==> src/rtl/ex_mem_reg_if.sv <==
// EX/MEM boundary bundle: the EX-side handshake and payload plus the MEM-side
// handshake and payload. The slave modport is the pipeline register; master is its surroundings.
interface ex_mem_reg_if #(
  parameter int DATA_WIDTH = 32
);
  logic                  ex_valid;
  logic                  ex_ready;
  logic [DATA_WIDTH-1:0] ex_alu_result;
  logic [DATA_WIDTH-1:0] ex_store_data;
  logic [DATA_WIDTH-1:0] ex_pc_plus4;
  logic [DATA_WIDTH-1:0] ex_branch_target;
  logic [4:0]            ex_rd;
  logic [2:0]            ex_funct3;
  logic                  ex_reg_write;
  logic                  ex_mem_read;
  logic                  ex_mem_write;
  logic                  ex_branch;
  logic [1:0]            ex_wb_sel;

  logic                  mem_ready;
  logic                  mem_valid;
  logic [DATA_WIDTH-1:0] mem_alu_result;
  logic [DATA_WIDTH-1:0] mem_store_data;
  logic [DATA_WIDTH-1:0] mem_pc_plus4;
  logic [4:0]            mem_rd;
  logic [2:0]            mem_funct3;
  logic [1:0]            mem_wb_sel;
  logic                  mem_reg_write;
  logic                  mem_mem_read;
  logic                  mem_mem_write;

  modport master (
    output ex_valid, ex_alu_result, ex_store_data, ex_pc_plus4, ex_branch_target,
           ex_rd, ex_funct3, ex_reg_write, ex_mem_read, ex_mem_write, ex_branch, ex_wb_sel,
    input  ex_ready,
    output mem_ready,
    input  mem_valid, mem_alu_result, mem_store_data, mem_pc_plus4, mem_rd, mem_funct3,
           mem_wb_sel, mem_reg_write, mem_mem_read, mem_mem_write
  );

  modport slave (
    input  ex_valid, ex_alu_result, ex_store_data, ex_pc_plus4, ex_branch_target,
           ex_rd, ex_funct3, ex_reg_write, ex_mem_read, ex_mem_write, ex_branch, ex_wb_sel,
    output ex_ready,
    input  mem_ready,
    output mem_valid, mem_alu_result, mem_store_data, mem_pc_plus4, mem_rd, mem_funct3,
           mem_wb_sel, mem_reg_write, mem_mem_read, mem_mem_write
  );
endinterface

==> src/rtl/ex_mem_reg.sv <==
// EX/MEM pipeline register with a 2-entry skid buffer, branch resolution,
// load-use hazard reporting and a saturating backpressure counter.
module ex_mem_reg #(
  parameter int DATA_WIDTH = 32,
  parameter int CNT_WIDTH  = 16
) (
  input  logic                  clk,
  input  logic                  reset,
  ex_mem_reg_if.slave           bus,
  input  logic                  flush,
  output logic                  redirect_valid,
  output logic [DATA_WIDTH-1:0] redirect_pc,
  output logic                  load_pending,
  output logic [4:0]            load_rd,
  output logic [CNT_WIDTH-1:0]  stall_cycles
);

  typedef enum logic [1:0] {
    S_EMPTY,
    S_ONE,
    S_TWO
  } state_t;

  typedef struct packed {
    logic [DATA_WIDTH-1:0] alu_result;
    logic [DATA_WIDTH-1:0] store_data;
    logic [DATA_WIDTH-1:0] pc_plus4;
    logic [4:0]            rd;
    logic [2:0]            funct3;
    logic [1:0]            wb_sel;
    logic                  reg_write;
    logic                  mem_read;
    logic                  mem_write;
  } payload_t;

  localparam logic [CNT_WIDTH-1:0] STALL_MAX = '1;
  localparam logic [CNT_WIDTH-1:0] CNT_ONE   = {{(CNT_WIDTH-1){1'b0}}, 1'b1};

  state_t   state;
  payload_t out_q;
  payload_t skid_q;
  payload_t in_pl;
  logic     mem_valid_q;
  logic     ready_q;
  logic     acc;
  logic     drn;
  logic     taken;

  always_comb begin
    in_pl            = '0;
    in_pl.alu_result = bus.ex_alu_result;
    in_pl.store_data = bus.ex_store_data;
    in_pl.pc_plus4   = bus.ex_pc_plus4;
    in_pl.rd         = bus.ex_rd;
    in_pl.funct3     = bus.ex_funct3;
    in_pl.wb_sel     = bus.ex_wb_sel;
    // Writes to x0 are dropped here so downstream never has to special-case it.
    in_pl.reg_write  = bus.ex_reg_write & (bus.ex_rd != 5'd0);
    in_pl.mem_read   = bus.ex_mem_read;
    in_pl.mem_write  = bus.ex_mem_write;
  end

  assign acc   = bus.ex_valid & ready_q & ~flush;
  assign drn   = mem_valid_q & bus.mem_ready;
  assign taken = bus.ex_branch & bus.ex_alu_result[0];

  // NOTE: sequential state uses non-blocking assignments so every register
  // samples pre-edge values regardless of statement order.
  always_ff @(posedge clk or negedge reset) begin
    if (!reset) begin
      state          <= S_EMPTY;
      mem_valid_q    <= 1'b0;
      ready_q        <= 1'b1;
      // NOTE: payload registers are reset too because mem_* must read zero in reset.
      out_q          <= '0;
      skid_q         <= '0;
      redirect_valid <= 1'b0;
      redirect_pc    <= '0;
      stall_cycles   <= '0;
    end else begin
      redirect_valid <= acc & taken;
      if (acc & taken) redirect_pc <= bus.ex_branch_target;

      if (mem_valid_q & ~bus.mem_ready & (stall_cycles != STALL_MAX))
        stall_cycles <= stall_cycles + CNT_ONE;

      if (flush) begin
        state       <= S_EMPTY;
        mem_valid_q <= 1'b0;
        ready_q     <= 1'b1;
      end else begin
        case (state)
          S_EMPTY: begin
            if (acc) begin
              out_q       <= in_pl;
              state       <= S_ONE;
              mem_valid_q <= 1'b1;
            end
          end
          S_ONE: begin
            if (acc && drn) begin
              out_q <= in_pl;
            end else if (acc) begin
              skid_q  <= in_pl;
              state   <= S_TWO;
              ready_q <= 1'b0;
            end else if (drn) begin
              state       <= S_EMPTY;
              mem_valid_q <= 1'b0;
            end
          end
          S_TWO: begin
            // ex_ready is low here, so only a drain can move the state.
            if (drn) begin
              out_q   <= skid_q;
              state   <= S_ONE;
              ready_q <= 1'b1;
            end
          end
          default: begin
            state       <= S_EMPTY;
            mem_valid_q <= 1'b0;
            ready_q     <= 1'b1;
          end
        endcase
      end
    end
  end

  assign bus.ex_ready       = ready_q;
  assign bus.mem_valid      = mem_valid_q;
  assign bus.mem_alu_result = out_q.alu_result;
  assign bus.mem_store_data = out_q.store_data;
  assign bus.mem_pc_plus4   = out_q.pc_plus4;
  assign bus.mem_rd         = out_q.rd;
  assign bus.mem_funct3     = out_q.funct3;
  assign bus.mem_wb_sel     = out_q.wb_sel;
  assign bus.mem_reg_write  = out_q.reg_write;
  assign bus.mem_mem_read   = out_q.mem_read;
  assign bus.mem_mem_write  = out_q.mem_write;

  assign load_pending = mem_valid_q & out_q.mem_read;
  assign load_rd      = out_q.rd;

endmodule

==> src/flat_wrapper.sv <==
// flat-port wrapper written by rule: the top's interface ports become plain ports
module ex_mem_reg_flat 
#(
  parameter int DATA_WIDTH = 32,
  parameter int CNT_WIDTH  = 16
)
  (clk, reset, flush, redirect_valid, redirect_pc, load_pending, load_rd, stall_cycles, bus_ex_valid, bus_ex_alu_result, bus_ex_store_data, bus_ex_pc_plus4, bus_ex_branch_target, bus_ex_rd, bus_ex_funct3, bus_ex_reg_write, bus_ex_mem_read, bus_ex_mem_write, bus_ex_branch, bus_ex_wb_sel, bus_ex_ready, bus_mem_ready, bus_mem_valid, bus_mem_alu_result, bus_mem_store_data, bus_mem_pc_plus4, bus_mem_rd, bus_mem_funct3, bus_mem_wb_sel, bus_mem_reg_write, bus_mem_mem_read, bus_mem_mem_write);
  ex_mem_reg_if #(.DATA_WIDTH(DATA_WIDTH)) bus_i ();
  input  logic clk;
  input  logic reset;
  input  logic flush;
  output logic redirect_valid;
  output logic [DATA_WIDTH-1:0] redirect_pc;
  output logic load_pending;
  output logic [4:0] load_rd;
  output logic [CNT_WIDTH-1:0] stall_cycles;
  input wire logic [$bits(bus_i.ex_valid)-1:0] bus_ex_valid;
  input wire logic [$bits(bus_i.ex_alu_result)-1:0] bus_ex_alu_result;
  input wire logic [$bits(bus_i.ex_store_data)-1:0] bus_ex_store_data;
  input wire logic [$bits(bus_i.ex_pc_plus4)-1:0] bus_ex_pc_plus4;
  input wire logic [$bits(bus_i.ex_branch_target)-1:0] bus_ex_branch_target;
  input wire logic [$bits(bus_i.ex_rd)-1:0] bus_ex_rd;
  input wire logic [$bits(bus_i.ex_funct3)-1:0] bus_ex_funct3;
  input wire logic [$bits(bus_i.ex_reg_write)-1:0] bus_ex_reg_write;
  input wire logic [$bits(bus_i.ex_mem_read)-1:0] bus_ex_mem_read;
  input wire logic [$bits(bus_i.ex_mem_write)-1:0] bus_ex_mem_write;
  input wire logic [$bits(bus_i.ex_branch)-1:0] bus_ex_branch;
  input wire logic [$bits(bus_i.ex_wb_sel)-1:0] bus_ex_wb_sel;
  output wire logic [$bits(bus_i.ex_ready)-1:0] bus_ex_ready;
  input wire logic [$bits(bus_i.mem_ready)-1:0] bus_mem_ready;
  output wire logic [$bits(bus_i.mem_valid)-1:0] bus_mem_valid;
  output wire logic [$bits(bus_i.mem_alu_result)-1:0] bus_mem_alu_result;
  output wire logic [$bits(bus_i.mem_store_data)-1:0] bus_mem_store_data;
  output wire logic [$bits(bus_i.mem_pc_plus4)-1:0] bus_mem_pc_plus4;
  output wire logic [$bits(bus_i.mem_rd)-1:0] bus_mem_rd;
  output wire logic [$bits(bus_i.mem_funct3)-1:0] bus_mem_funct3;
  output wire logic [$bits(bus_i.mem_wb_sel)-1:0] bus_mem_wb_sel;
  output wire logic [$bits(bus_i.mem_reg_write)-1:0] bus_mem_reg_write;
  output wire logic [$bits(bus_i.mem_mem_read)-1:0] bus_mem_mem_read;
  output wire logic [$bits(bus_i.mem_mem_write)-1:0] bus_mem_mem_write;
  assign bus_i.ex_valid = bus_ex_valid;
  assign bus_i.ex_alu_result = bus_ex_alu_result;
  assign bus_i.ex_store_data = bus_ex_store_data;
  assign bus_i.ex_pc_plus4 = bus_ex_pc_plus4;
  assign bus_i.ex_branch_target = bus_ex_branch_target;
  assign bus_i.ex_rd = bus_ex_rd;
  assign bus_i.ex_funct3 = bus_ex_funct3;
  assign bus_i.ex_reg_write = bus_ex_reg_write;
  assign bus_i.ex_mem_read = bus_ex_mem_read;
  assign bus_i.ex_mem_write = bus_ex_mem_write;
  assign bus_i.ex_branch = bus_ex_branch;
  assign bus_i.ex_wb_sel = bus_ex_wb_sel;
  assign bus_ex_ready = bus_i.ex_ready;
  assign bus_i.mem_ready = bus_mem_ready;
  assign bus_mem_valid = bus_i.mem_valid;
  assign bus_mem_alu_result = bus_i.mem_alu_result;
  assign bus_mem_store_data = bus_i.mem_store_data;
  assign bus_mem_pc_plus4 = bus_i.mem_pc_plus4;
  assign bus_mem_rd = bus_i.mem_rd;
  assign bus_mem_funct3 = bus_i.mem_funct3;
  assign bus_mem_wb_sel = bus_i.mem_wb_sel;
  assign bus_mem_reg_write = bus_i.mem_reg_write;
  assign bus_mem_mem_read = bus_i.mem_mem_read;
  assign bus_mem_mem_write = bus_i.mem_mem_write;
  ex_mem_reg #(.DATA_WIDTH(DATA_WIDTH), .CNT_WIDTH(CNT_WIDTH)) u_core (.clk(clk), .reset(reset), .bus(bus_i), .flush(flush), .redirect_valid(redirect_valid), .redirect_pc(redirect_pc), .load_pending(load_pending), .load_rd(load_rd), .stall_cycles(stall_cycles));
endmodule
==> config.mk <==
export PLATFORM = sky130hd
export DESIGN_NAME = ex_mem_reg_flat
export DESIGN_NICKNAME = d
export VERILOG_FILES = /design/src/rtl/ex_mem_reg_if.sv /design/src/rtl/ex_mem_reg.sv /design/src/flat_wrapper.sv
export SDC_FILE = /design/constraint.sdc
export NUM_CORES = 1
export LEC_CHECK = 0
export CAP_MARGIN = 25
export CORE_MARGIN = 2
export CORE_UTILIZATION = 49
export CTS_CLUSTER_DIAMETER = 50
export DETAILED_ROUTE_END_ITERATION = 10
export PLACE_DENSITY = 0.88
export SLEW_MARGIN = 20
export SYNTH_ARGS = -nofsm -noshare
export SYNTH_HDL_FRONTEND = slang
export SYNTH_SLANG_ARGS = --single-unit
export TNS_END_PERCENT = 30
==> constraint.sdc <==
create_clock -name clk -period 2.5 [get_ports clk]
set_clock_uncertainty 0.2 [all_clocks]
set_input_delay 0.25 -clock clk [delete_from_list [all_inputs] [get_ports clk]]
set_output_delay 0.25 -clock clk [all_outputs]
set_load 0.01 [all_outputs]
==> results_tabular.tex <==
\begin{tabular}{lr}
\hline
Metric & Value \\
\hline
\multicolumn{2}{l}{\textbf{Yosys}} \\
Synthesized net count & 908 \\
Post-synthesis share of cell area spent on full adders, half adders and majority gates & 0.1073\% \\
Proportion of netlist area held by the largest area contributor & 57.93\% \\
Number of standard cells after synthesis & 760 \\
Post-synthesis sequential area ratio & 58.15\% \\
Count of distinct cell types in the synthesized netlist & 38 \\
Post-synth design cell area & 11660 um\^{}2 \\
Compound-gate portion of the synthesized area & 0.6865\% \\
Mean cell area of the mapped netlist & 15.35 um\^{}2 \\
Simple-gate area share of the yosys netlist & 2.821\% \\
Flip-flop and latch count after synthesis & 271 \\
Post-synthesis mux area share & 34.74\% \\
Yosys synthesis warning count & 0 \\
Xor/xnor share of the synthesized area & 1.126\% \\
Most area-hungry cell type in the Yosys netlist & dfrtp\_1 \\
Synth top area cells & dfrtp\_1 (58\%), mux2\_2 (34\%), xor2\_1 (1.1\%) \\
Main combinational cell family by area after synthesis & multiplexers \\
\multicolumn{2}{l}{\textbf{Setup path}} \\
Internal reg-to-reg setup slack & 0.25 ns \\
Type of the worst setup path & reg2reg \\
Largest fanout on the critical path & 41 \\
Kind of start point of the critical path & flip-flop \\
Category of the worst setup path capture point & flip-flop \\
Data required, critical path & 2.66 ns \\
Arr. time, crit path & 2.42 ns \\
\multicolumn{2}{l}{\textbf{CTS}} \\
Clock sink total & 271 \\
Maximum clock insertion buffer count & 3 \\
Clock latency on the worst-skew pair & 0.49 ns \\
TritonCTS clock tree & built \\
Root buffer cell & clkbuf\_16 \\
Resize count post-CTS & 0 \\
H-tree depth & 2 \\
CTS clk-pin slew, worst paths & 0.06 ns \\
Total clock buffers created by CTS & 34 \\
\multicolumn{2}{l}{\textbf{GRT}} \\
Global-route met3 utilization & 6.505\% \\
Global-route track usage on met2 & 37.91\% \\
Met1 GRT Util & 25.29\% \\
Pin count of the biggest net entering global routing & 71 \\
Number of antenna violations at the first check in global routing & 0 \\
Global-route wire length before repair & 42.78 mm \\
Grt peak-use layer & met2 \\
Global routing usage summed across all routing layers & 21.62\% \\
Number of global-route vias before repair & 8223 \\
Remaining Overflow, GRT & 0 \\
\multicolumn{2}{l}{\textbf{Power}} \\
Leakage power figure & 6.859 nW \\
Flop pwr share & 40.4\% \\
Switching Power & 4.909 mW \\
Switch share & 26.89\% \\
Power per cell area & 1104 nW/um\^{}2 \\
Internal power component & 13.35 mW \\
Proportion of power drawn by combinational gates & 31.5\% \\
Clock share of power & 28.1\% \\
Largest vdd supply drop & 0.7825 mV \\
\multicolumn{2}{l}{\textbf{Layout}} \\
Net total in the final layout & 1238 \\
Layout Cell Area excl Fill & 16530 um\^{}2 \\
Diode count & 0 \\
Area growth syn-to-layout & 41.75\% \\
Most common library cell in the layout ignoring fill and taps & mux2\_2 \\
Fraction of final layout cells sized beyond drive strength 1 & 39.12\% \\
Commonest non-fill, non-tap cells in the layout & mux2\_2 (347), clkdlybuf4s50\_1 (311), dfrtp\_1 (270) \\
\multicolumn{2}{l}{\textbf{Die}} \\
Number of top-level pins & 313 \\
Die X-Extent & 158.3 um \\
Floorplan core area & 23400 um\^{}2 \\
Effective utilization at floorplan & 49.84\% \\
Row Count & 56 \\
Die outline height & 158.3 um \\
Die area & 25050 um\^{}2 \\
\multicolumn{2}{l}{\textbf{Detailed routing}} \\
Via-to-Cell Ratio & 5.187 \\
Detailed-route via count & 7423 \\
Final wirelength & 26.95 mm \\
Detailed Route Iter0 Violations & 304 \\
Remaining number of nets flagged by the antenna check after routing & 0 \\
DR DRC count & 0 \\
Routed WL per cell & 18.84 um \\
Initial DRT Pass Iterations & 6 \\
\multicolumn{2}{l}{\textbf{Place}} \\
RD Place Congestion & 0.7936 \\
Port Buf Inserts & 312 \\
DP Wirelength & 18.44 mm \\
Cell area after placement & 15330 um\^{}2 \\
Pre-CTS setup slack & 0.06634 ns \\
\multicolumn{2}{l}{\textbf{Timing}} \\
Final Worst Setup Slack & 0.2463 ns \\
RSZ-0062 raised after global routing & no \\
Final setup violating endpoints & 0 \\
Headroom to the max-slew limit & 62.00\% \\
Max Fclk & 0.4437 GHz \\
Hold violation total from the final report & 0 \\
Minimum hold slack & 0.1378 ns \\
Number of pins exceeding their max-slew limit in the final report & 0 \\
Time the final worst path needs with I/O delays and setup & 2.254 ns \\
Aggregate negative setup slack & 0 ns \\
Period Utilization, post-route & 90.15\% \\
Slew at the pin closest to its max-slew limit & 0.5700 ns \\
\multicolumn{2}{l}{\textbf{Run status}} \\
Outcome & finished, final reports clean \\
\multicolumn{2}{l}{\textbf{Hold path}} \\
Min-Delay Path Class & in2async \\
\multicolumn{2}{l}{\textbf{Flow run}} \\
Number of max-cap violations & 0 \\
\hline
\end{tabular}
==> power by group through the flow <==
stage / Clock [mW] / Combinational [mW] / Sequential, mW
4_1_cts: 5.23 / 5.84 / 7.38
3_5_place_dp: 0 / 5.80 / 7.41
6_report: 5.13 / 5.75 / 7.38
5_1_grt: 5.42 / 6.15 / 7.63
2_1_floorplan: 0 / 2.30 / 7.67
3_3_place_gp: 0 / 5.63 / 7.28
==> layer usage <==
metal / part of all wire, % / vias up / wire length (um)
li1: - / 3399 / -
met1: 39 / 3741 / 10590
met2: 51 / 230 / 13710
met3: 7.1 / 53 / 1905
met4: 2.7 / 0 / 740
met5: 0 / - / 0
==> registers in the layout, summed over array words and instances (netlist names) <==
| signal | cells |
|---|---|
| u_core.skid_q | 109 |
| u_core.bus.mem_rd | 5 |
| u_core.bus.mem_mem_write | 1 |
| u_core.bus.mem_alu_result | 32 |
| u_core.bus.mem_funct3 | 3 |
| u_core.bus.mem_pc_plus4 | 32 |
| u_core.bus.mem_wb_sel | 2 |
| u_core.redirect_pc | 32 |
| u_core.bus.mem_mem_read | 1 |
| u_core.bus.ex_ready | 1 |
| u_core.bus.mem_reg_write | 1 |
| u_core.stall_cycles | 16 |
| u_core.state | 2 |
| u_core.bus.mem_store_data | 32 |
| u_core.bus.mem_valid | 1 |
| u_core.redirect_valid | 1 |
==> critical path, cell delays in order, from the launching register on <==
cell     delay [ns]
dfrtp_1        0.50
and2b_4        0.34
nand2_1        0.14
a21oi_4        0.26
buf_12         0.29
mux2_2         0.38
==> path summary, 6_finish.rpt <==
kind / startpoint / endpoint / cells after the start
min in group clk: bus_ex_branch_target[23] / u_core.redirect_pc[23] / 2
min reg2reg: u_core.skid_q[89] / u_core.skid_q[89] / 1
max reg2reg: u_core.state[1] / u_core.bus.mem_store_data[3] / 5
max: u_core.state[1] / u_core.bus.mem_store_data[3] / 5
min: reset / u_core.redirect_pc[21] / 2
max in group asynchronous: reset / u_core.bus.mem_store_data[6] / 3
==> layout make-up <==
cell class | count | area, um^2
clock inverters | 10 | 160.2
well taps | 319 | 399.1
fillers | 1598 | 6869
clock buffers | 48 | 1037
repair buffers | 340 | 3528
inverters | 1 | 3.754
multi-input cells | 442 | 4622
flip-flops and latches | 271 | 6783
==> synthesized netlist by cell type (all sizes together) <==
library cell and count:
nand3b 1, nor3b 2, nor4b 2, nor4 7
nor3 7, dfrtp 270, nor2 2, o21ai 2
nand2 13, a21oi 4, clkbuf 2, and3b 1
o21bai 3, or4 1, a21boi 1, xor2 15
and2b 1, mux2i 2, o22a 1, buf 44
nand2b 3, ha 1, and3 3, dfstp 1
nand4 6, nand3 2, and4 1, inv 1
and2 3, mux2 358
==> per-stage QoR <==
| stage | cells | utilization [%] | power [mW] |
|---|---|---|---|
| 2_1_floorplan | 760 | - | 9.968 |
| 3_3_place_gp | 1372 | 65.49 | 12.91 |
| 3_5_place_dp | 1372 | 65.49 | 13.21 |
| 4_1_cts | 1431 | 70.65 | 18.45 |
| 5_1_grt | 1431 | 70.65 | 19.20 |
| 6_report | 1431 | 70.65 | 18.25 |
==> timing repair <==
action,CTS,global route
hold endpoints to repair,184,0
hold buffers,1,0
setup buffers,0,0
==> logic make-up after synthesis <==
family / after synthesis
xor gates and xnor gates: 15
DFF: 271
buffers and inverters: 47
and+or+nand+nor: 55
AOI/OAI and AO/OA: 11
muxes: 360
adders and majority gates: 1
(Power assumes the default switching activity.)
